===== config.mk =====
export PLATFORM = sky130hd
export DESIGN_NAME = count_cmd_sched
export DESIGN_NICKNAME = d
export VERILOG_FILES = /design/src/rtl/count_cmd_sched_pkg.sv /design/src/rtl/count_cmd_sched_rr_arbiter.sv /design/src/rtl/count_cmd_sched.sv
export SDC_FILE = /design/constraint.sdc
export NUM_CORES = 1
export LEC_CHECK = 0
export BUFFER_PORTS_ARGS = -buffer_cell sky130_fd_sc_hd__buf_2
export CAP_MARGIN = 10
export CELL_PAD_IN_SITES_DETAIL_PLACEMENT = 0
export CELL_PAD_IN_SITES_GLOBAL_PLACEMENT = 1
export CORE_MARGIN = 2
export CORE_UTILIZATION = 35
export DETAILED_ROUTE_END_ITERATION = 12
export GPL_TIMING_DRIVEN = 0
export PLACE_DENSITY = 0.75
export REMOVE_ABC_BUFFERS = 1
export SETUP_SLACK_MARGIN = 0.5
export SLEW_MARGIN = 20
export SYNTH_ARGS = -nofsm -noshare
export SYNTH_HDL_FRONTEND = slang
export SYNTH_HIERARCHICAL = 1
export SYNTH_SLANG_ARGS = --single-unit

===== constraint.sdc =====
create_clock -name clock -period 12.2 [get_ports clock]
set_input_delay 1.22 -clock clock [delete_from_list [all_inputs] [get_ports clock]]
set_output_delay 1.22 -clock clock [all_outputs]
set_load 0.01 [all_outputs]

===== src/rtl/count_cmd_sched_pkg.sv =====
// count_ctrl_pkg: shared types and helpers for the counter command scheduler.
//   CNT_W    : width of the external up/down counter
//   op_e     : requester command encoding
//   state_e  : scheduler FSM states
//   cnt_next : value the counter takes on the next edge for given pin levels
package count_ctrl_pkg;

  localparam int CNT_W = 4;

  typedef enum logic [1:0] {
    OP_NOP  = 2'b00,
    OP_LOAD = 2'b01,
    OP_UP   = 2'b10,
    OP_DOWN = 2'b11
  } op_e;

  typedef enum logic {
    S_IDLE = 1'b0,
    S_EXEC = 1'b1
  } state_e;

  function automatic logic [CNT_W-1:0] cnt_next(
    input logic             ld,
    input logic [CNT_W-1:0] d,
    input logic             up,
    input logic [CNT_W-1:0] cur
  );
    if (ld) return d;
    return up ? cur + CNT_W'(1) : cur - CNT_W'(1);
  endfunction

endpackage


===== src/rtl/count_cmd_sched_rr_arbiter.sv =====
// rr_arbiter: combinational round-robin pick among a request vector.
//   req   in  NREQ  request vector
//   ptr   in  IDW   index where the search starts
//   grant out NREQ  one-hot winner (all zero when no request)
//   idx   out IDW   winner index
//   found out 1     any request present
module rr_arbiter #(
  parameter int NREQ = 4
) (
  input  logic [NREQ-1:0]         req,
  input  logic [$clog2(NREQ)-1:0] ptr,
  output logic [NREQ-1:0]         grant,
  output logic [$clog2(NREQ)-1:0] idx,
  output logic                    found
);

  localparam int IDW = $clog2(NREQ);

  logic [IDW-1:0] cand;

  always_comb begin
    grant = '0;
    idx   = '0;
    found = 1'b0;
    cand  = ptr;
    for (int unsigned k = 0; k < NREQ; k++) begin
      if (!found && req[cand]) begin
        found       = 1'b1;
        idx         = cand;
        grant[cand] = 1'b1;
      end
      cand = (cand == IDW'(NREQ - 1)) ? '0 : cand + IDW'(1);
    end
  end

endmodule


===== src/rtl/count_cmd_sched.sv =====
// count_cmd_sched: round-robin command scheduler driving a 4-bit loadable
// up/down counter, with a shadow copy of the count for divergence detection.
//   clock, resetn            clock / synchronous active-low reset
//   req_valid/req_ready      per-requester handshake (ready one-hot, IDLE only)
//   req_op/req_data/req_steps per-requester command payload
//   load/up_down/data_in     registered counter control pins
//   count                    counter value fed back
//   done_valid/id/count      registered one-cycle completion report
//   busy                     high while executing a command
//   mismatch                 sticky count/shadow divergence flag
module count_cmd_sched
  import count_ctrl_pkg::*;
#(
  parameter int NREQ  = 4,
  parameter int STEPW = 4
) (
  input  logic                    clock,
  input  logic                    resetn,
  input  logic [NREQ-1:0]         req_valid,
  output logic [NREQ-1:0]         req_ready,
  input  logic [2*NREQ-1:0]       req_op,
  input  logic [CNT_W*NREQ-1:0]   req_data,
  input  logic [STEPW*NREQ-1:0]   req_steps,
  output logic                    load,
  output logic                    up_down,
  output logic [CNT_W-1:0]        data_in,
  input  logic [CNT_W-1:0]        count,
  output logic                    done_valid,
  output logic [$clog2(NREQ)-1:0] done_id,
  output logic [CNT_W-1:0]        done_count,
  output logic                    busy,
  output logic                    mismatch
);

  localparam int IDW = $clog2(NREQ);

  state_e            state, state_d;
  logic [STEPW-1:0]  steps_q, steps_d;
  logic [CNT_W-1:0]  shadow, shadow_d;
  logic [IDW-1:0]    ptr, ptr_d;
  logic [IDW-1:0]    cur_id, cur_id_d;

  logic              load_d, up_down_d, done_valid_d;
  logic [CNT_W-1:0]  data_in_d, done_count_d;
  logic [IDW-1:0]    done_id_d;

  logic [NREQ-1:0]   grant;
  logic [IDW-1:0]    win_idx;
  logic              win_found;
  op_e               sel_op;
  logic [CNT_W-1:0]  sel_data;
  logic [STEPW-1:0]  sel_steps;

  rr_arbiter #(.NREQ(NREQ)) u_arb (
    .req   (req_valid),
    .ptr   (ptr),
    .grant (grant),
    .idx   (win_idx),
    .found (win_found)
  );

  always_comb begin
    sel_op    = OP_NOP;
    sel_data  = '0;
    sel_steps = '0;
    for (int unsigned i = 0; i < NREQ; i++) begin
      if (win_idx == IDW'(i)) begin
        sel_op    = op_e'(req_op[2*i +: 2]);
        sel_data  = req_data[CNT_W*i +: CNT_W];
        sel_steps = req_steps[STEPW*i +: STEPW];
      end
    end
  end

  // Shadow follows the registered pins exactly as the counter will on this edge.
  assign shadow_d = cnt_next(load, data_in, up_down, shadow);
  assign busy     = (state == S_EXEC);

  always_comb begin
    state_d      = state;
    steps_d      = steps_q;
    ptr_d        = ptr;
    cur_id_d     = cur_id;
    load_d       = load;
    up_down_d    = up_down;
    data_in_d    = data_in;
    done_valid_d = 1'b0;
    done_id_d    = done_id;
    done_count_d = done_count;
    req_ready    = '0;

    unique case (state)
      S_IDLE: begin
        req_ready = grant;
        load_d    = 1'b1;
        data_in_d = shadow_d;
        if (win_found) begin
          ptr_d    = (win_idx == IDW'(NREQ - 1)) ? '0 : win_idx + IDW'(1);
          cur_id_d = win_idx;
          if (sel_op == OP_LOAD) begin
            // LOAD runs as a one-cycle EXEC with load held high.
            state_d   = S_EXEC;
            data_in_d = sel_data;
            steps_d   = STEPW'(1);
          end else if (sel_op != OP_NOP && sel_steps != '0) begin
            state_d   = S_EXEC;
            load_d    = 1'b0;
            up_down_d = (sel_op == OP_UP);
            steps_d   = sel_steps;
          end else begin
            done_valid_d = 1'b1;
            done_id_d    = win_idx;
            done_count_d = shadow_d;
          end
        end
      end
      S_EXEC: begin
        steps_d = steps_q - STEPW'(1);
        if (steps_q == STEPW'(1)) begin
          state_d      = S_IDLE;
          load_d       = 1'b1;
          data_in_d    = shadow_d;
          done_valid_d = 1'b1;
          done_id_d    = cur_id;
          done_count_d = shadow_d;
        end
      end
      default: state_d = S_IDLE;
    endcase
  end

  always_ff @(posedge clock) begin
    if (!resetn) begin
      state      <= S_IDLE;
      steps_q    <= '0;
      shadow     <= '0;
      ptr        <= '0;
      cur_id     <= '0;
      load       <= 1'b1;
      up_down    <= 1'b0;
      data_in    <= '0;
      done_valid <= 1'b0;
      done_id    <= '0;
      done_count <= '0;
      mismatch   <= 1'b0;
    end else begin
      state      <= state_d;
      steps_q    <= steps_d;
      shadow     <= shadow_d;
      ptr        <= ptr_d;
      cur_id     <= cur_id_d;
      load       <= load_d;
      up_down    <= up_down_d;
      data_in    <= data_in_d;
      done_valid <= done_valid_d;
      done_id    <= done_id_d;
      done_count <= done_count_d;
      mismatch   <= mismatch | (count != shadow);
    end
  end

endmodule


After elaboration in Yosys (flattened, before gate mapping):

Index checks and enable logic that the tools add are counted.

* flip-flop bits (word level): 27
* latch bits: 0
* memory bits (writable): 0
* bits in read-only memories: 0
* output and inout bits: 19
* memories kept: 0

* add/subtract/negate cells: 7
* multipliers: 0
* divide/modulo/power cells: 0
* order comparisons: 8
* equal/unequal tests: 15
* shifts and indexed selects: 0
* multiplexer cells: 80
* bitwise gates (word level): 6
* reduce and logical (&&, ||, !) cells: 18

Operators with widths (number)
* $mux W4: 25
* $mux W2: 16
* $mux W1: 24
* $pmux W4 S2: 3
* $eq A2 B2 Y1 const B: 6
* $lt A2 B3 Y1 const B: 4
* $or A4 B4 Y4: 3
* $add A2 B1 Y2 const B: 4
* $bmux W1 S2: 4
* $demux W1 S2: 4
* $ge A2 B1 Y1 const B: 4
* $logic_and A1 B1 Y1: 8
* $reduce_and A4 Y1: 2
* $sub A4 B1 Y4 const B: 2
* $pmux W1 S2: 3
* $add A4 B1 Y4 const B: 1
* $eq A2 B1 Y1 const B: 2
* $eq A4 B1 Y1 const B: 1
* $ne A2 B1 Y1 const B: 2
* $ne A2 B2 Y1 const B: 2
* $ne A4 B4 Y1: 1
* $pmux W2 S2: 1
* $reduce_and A2 Y1: 2
* $reduce_bool A4 Y1: 1
* other kinds (6): 9

Logic depth before layout (Yosys ltp):

* word-level depth: 23
* gate-level depth with buffers: 19
* gate-level depth less buffers: 15

Hierarchy:

Netlist, hierarchy kept.

By module, submodules not included
* count_cmd_sched: times used 1, cells each 224, area an instance 1798.0 um^2
* rr_arbiter: times used 1, cells each 87, area an instance 659.4 um^2

Least setup slack after synthesis:

Ideal clock, no wire load.

* path type: input to register
* start point: in req_valid[2]
* end point: reg done_count[1]
* data arrival time: 4.320 ns
* required time: 12.079 ns
* path slack: 7.759 ns
* stages on the path: 14
* path buffers: 2
* path through: buf_6 > mux2i_1 > mux2i_2 > nor4_4 > nor3_2 > o32ai_2 > inv_1 > ha_1 > nor2_1 > o211ai_1 > a211oi_4 > o31a_1 > buf_6 > mux2_4

* word-level cells in the longest chain between the ends: 21

RTL lines
* start: declaration: line count_cmd_sched.sv:19 `input logic [NREQ-1:0] req_valid,`
* $bmux W1 S2: line count_cmd_sched_rr_arbiter.sv:27 `if (!found && req[cand]) begin`
* $mux W1 (not written as such): line count_cmd_sched_rr_arbiter.sv:27
* $mux W1: line count_cmd_sched_rr_arbiter.sv:27
* $logic_not A1 Y1: line count_cmd_sched_rr_arbiter.sv:27
* $logic_and A1 B1 Y1: line count_cmd_sched_rr_arbiter.sv:27
* $mux W1: line count_cmd_sched_rr_arbiter.sv:27
* $logic_not A1 Y1: line count_cmd_sched_rr_arbiter.sv:27
* $logic_and A1 B1 Y1: line count_cmd_sched_rr_arbiter.sv:27
* [... 3 more ...]
* $mux W2 *: line count_cmd_sched_rr_arbiter.sv:27
* via win_idx[0]: line count_cmd_sched.sv:48 `logic [IDW-1:0] win_idx;`
* $logic_not A2 Y1: line count_cmd_sched.sv:67 `if (win_idx == IDW'(i)) begin`
* $mux W4 or $mux W2 (tied branches) (4 in a row): line count_cmd_sched.sv:67
* $reduce_bool A4 Y1 or $reduce_bool A2 Y1 (tied branches): line count_cmd_sched.sv:105 `end else if (sel_op != OP_NOP && sel_steps != '0) begin`
* $logic_and A1 B1 Y1: line count_cmd_sched.sv:105
* $ne A2 B2 Y1 (no line)
* $reduce_and A4 Y1 (no line) *
* end signal: assignment: line count_cmd_sched.sv:157 `done_count <= done_count_d;`
* end: declaration: line count_cmd_sched.sv:30 `output logic [CNT_W-1:0] done_count,`

The timed path passes the listed nets; every way through them passes the cells marked *. The select of a mux whose other input is x is not followed.
A chain may end at the register's enable or synchronous reset.

Worst setup path in the final report:

* start point: reg ptr[0]
* end point: reg done_count[1]

* word-level cells in the longest chain between the ends: 21

RTL lines
* start: declaration: line count_cmd_sched.sv:40 `logic [IDW-1:0] ptr, ptr_d;`
* start signal: assignment: line count_cmd_sched.sv:150 `ptr <= ptr_d;`
* branches (longest 11 deep; another with $add A2 B1 Y2)
* $mux W2 *: line count_cmd_sched_rr_arbiter.sv:27
* via win_idx[0]: line count_cmd_sched.sv:48
* $logic_not A2 Y1: line count_cmd_sched.sv:67
* $mux W4 or $mux W2 (tied branches) (4 in a row): line count_cmd_sched.sv:67
* $reduce_bool A4 Y1 or $reduce_bool A2 Y1 (tied branches): line count_cmd_sched.sv:105
* $logic_and A1 B1 Y1: line count_cmd_sched.sv:105
* $ne A2 B2 Y1 (no line)
* $reduce_and A4 Y1 (no line) *

Mark *: on every way through the listed nets, which the timed path passes. The select of a mux whose other input is x is not followed.

==> run metrics <==
synth-to-layout area growth=15.2%; Avg Cell Area, Syn=between 7 and 8 sq um; minimum clock period=between 5 and 6 ns; ANT cells=0; maximum clock path buffer count=2; warnings from Yosys=6; largest net degree at the start of global routing=26; drt drc=0; synth top area cells=dfxtp_1 (22%), nand2_1 (10%), ha_1 (7.6%); drt pass-1 iters=4; GRT Util Overall=between 15 and 20%; # nets final=around 430; share of cells above drive strength 1=between 20% and 30%; Synth area leader=dfxtp_1; number of global-route vias before repair=around 2200; CTS root buf=clkbuf_8; Setup WS pre-CTS=between 6 and 7 ns; Total Wirelength=6.06 mm; endpoints failing hold=0; Max IR drop VDD=~0.00017 V; overall die height=about 88 um; critical path arrival=~6.1 ns; initial antenna violation count=0; via count=approximately 2300; clock skew=0.00463 ns; I/O pins=slightly below 70; Core Box Area=a little under 7000 sq um; Clock Pin Slew Worst Setup and Hold Paths=roughly 0.10 ns; CTS Hold Bufs=0; WS Path Type=reg -> reg; count of final setup violators=0; post-CTS setup buffers=0; top_reg_cell synth=dfxtp_1; status=complete, no violations; highest clock rate=between 150 and 200 MHz; HP Class=reg -> reg; Setup TNS Final=0 ns; leak pwr=between 1 and 1.5 nW; Crit path buffers/inverters=2; reg-to-reg slack, setup=approximately 6.3 ns; final setup margin=~6.3 ns; fraction of registers with async set/reset=0%; crit-path max cell delay=between 0.7 and 0.8 ns; CP Depth=14; Syn Std Cell Area=2460 sq um; PwrDens=335 nW/um^2; top-count cell post-synth=nand2_1; fin util=around two fifths; slowest CP cell=dfxtp_1; Initial Utilization=between 30% and 40%; unrepaired setup endpoints after global routing=no; via-per-instance ratio=around 5.1; grt ovf=0; first-pass GRT wire length=10.1 mm; crit end category=flop; relative slew slack=around 40%; Period Utilization, post-route=48.2%; worst path cell trace=inv_1 -> ha_1 -> mux2i_4 -> mux2i_1 -> nor4_4 -> nor3_2 -> o32ai_2 -> inv_1 -> ha_1 -> nor2_1 -> o211ai_1 -> a211oi_4 -> o31a_1 -> mux2_4; DRT iter0 DRCs=roughly 90; FP Rows=30; remaining antenna violation count=0; EDFF count, synth=0; Synth Instances=a little over 300; critical path peak fanout=17; clk_lat worst skew=about 0.28 ns; hold path cells=2; HPWL Detailed=approximately 4.7 mm; Yosys cell types=64; max_cap viols=0; Critical Path RT=~12 ns; Final Max Tran Viols=0; cell family with most CP delay=compound AO/OA/AOI/OAI gates; Synth top cells by count=nand2_1 (66), dfxtp_1 (27), a21oi_1 (23); CTS tree=yes; Worst Reg-to-Reg Cells=14; input/output buffers=a little under 70; clk sink count=27; H-tree levels=1; Yosys top cell area share=22.0%; Total Power=about 950 uW; Worst setup SP type=flop; sequential area share after synthesis=between 20% and 30%; total CTS buffers=3; wire per inst=about 13 um; RePlAce Congestion=0.806; post-cts sizing count=0; flops & latches, synth=27; Die X=between 80 and 90 um; Worst Tran Pin Value=0.882 ns; total die area=~7700 sq um
sequential cells by signal (all words and copies together), names as in the netlist:
register,count
load,1
ptr,2
mismatch,1
done_valid,1
steps_q,4
done_id,2
busy,1
shadow,4
up_down,1
done_count,4
data_in,4
cur_id,2
cell type report:
| type | instances | area (sq um) |
|---|---|---|
| timing repair buffer | 68 | 340 |
| inverter | 21 | 78.8 |
| clock inverter | 1 | 7.51 |
| multi-input combinational | 244 | 1700 |
| sequential | 27 | 541 |
| tap | 96 | 120 |
| clock buffer | 3 | 41.3 |
| fill | 739 | 3960 |
cell usage in the layout (no fill, tap or decap), types with 4 or more instances in the layout:
cell type	instances
o211ai_1	7
xnor2_1	6
nor3_1	6
o21ai_0	11
mux2i_1	16
ha_1	15
a221oi_2	4
nand2_1	66
a21oi_1	23
o22ai_1	4
nand3_1	5
nor2_1	17
o2111ai_1	4
nor2b_1	4
dfxtp_1	27
inv_1	19
buf_2	68
worst min-delay path: cells and delay by family, from the launching register on:
family,cells,cell delay [ns]
AOI/OAI and AO/OA,1,0.05
and+or+nand+nor,1,0.05
DFF,1,0.32
layer usage:
metal | vias up | part of all wire (%) | track usage, %
met5 | - | 0 | 0
met4 | 0 | 0.76 | 3.78
met3 | 4 | 4.6 | 1.23
met2 | 66 | 46 | 26.1
met1 | 1054 | 49 | 22.7
li1 | 1208 | - | -
cells by family after synthesis:
logic type | after synthesis | synth area share [%]
and+or+nand+nor | 115 | 22.1
AOI/OAI and AO/OA | 84 | 26.4
buffers and inverters | 40 | 8.71
DFF | 27 | 22.0
muxes | 21 | 9.52
adders and majority gates | 16 | 8.45
xor gates and xnor gates | 8 | 2.85
per-stage QoR:
step,hold WS [ns],std cells,instance area [sq um]
global route,0.474,460,2830
global placement,0.445,456,2780
CTS,0.464,460,2830
floorplan,0.437,292,2320
finish,0.463,460,2830
detailed placement,0.448,456,2780
path summary, 6_finish.rpt:
check | start | to
max | ptr[0] | done_count[1]
min | cur_id[0] | cur_id[0]
max reg2reg | ptr[0] | done_count[1]
min reg2reg | cur_id[0] | cur_id[0]
where the power goes:
group | total, mW | internal (mW) | switching, mW
sequential | 0.158 | 0.120 | 0.0379
combinational | 0.735 | 0.306 | 0.429
clock | 0.0539 | 0.0232 | 0.0307
Power figures use the tool's default switching activity.
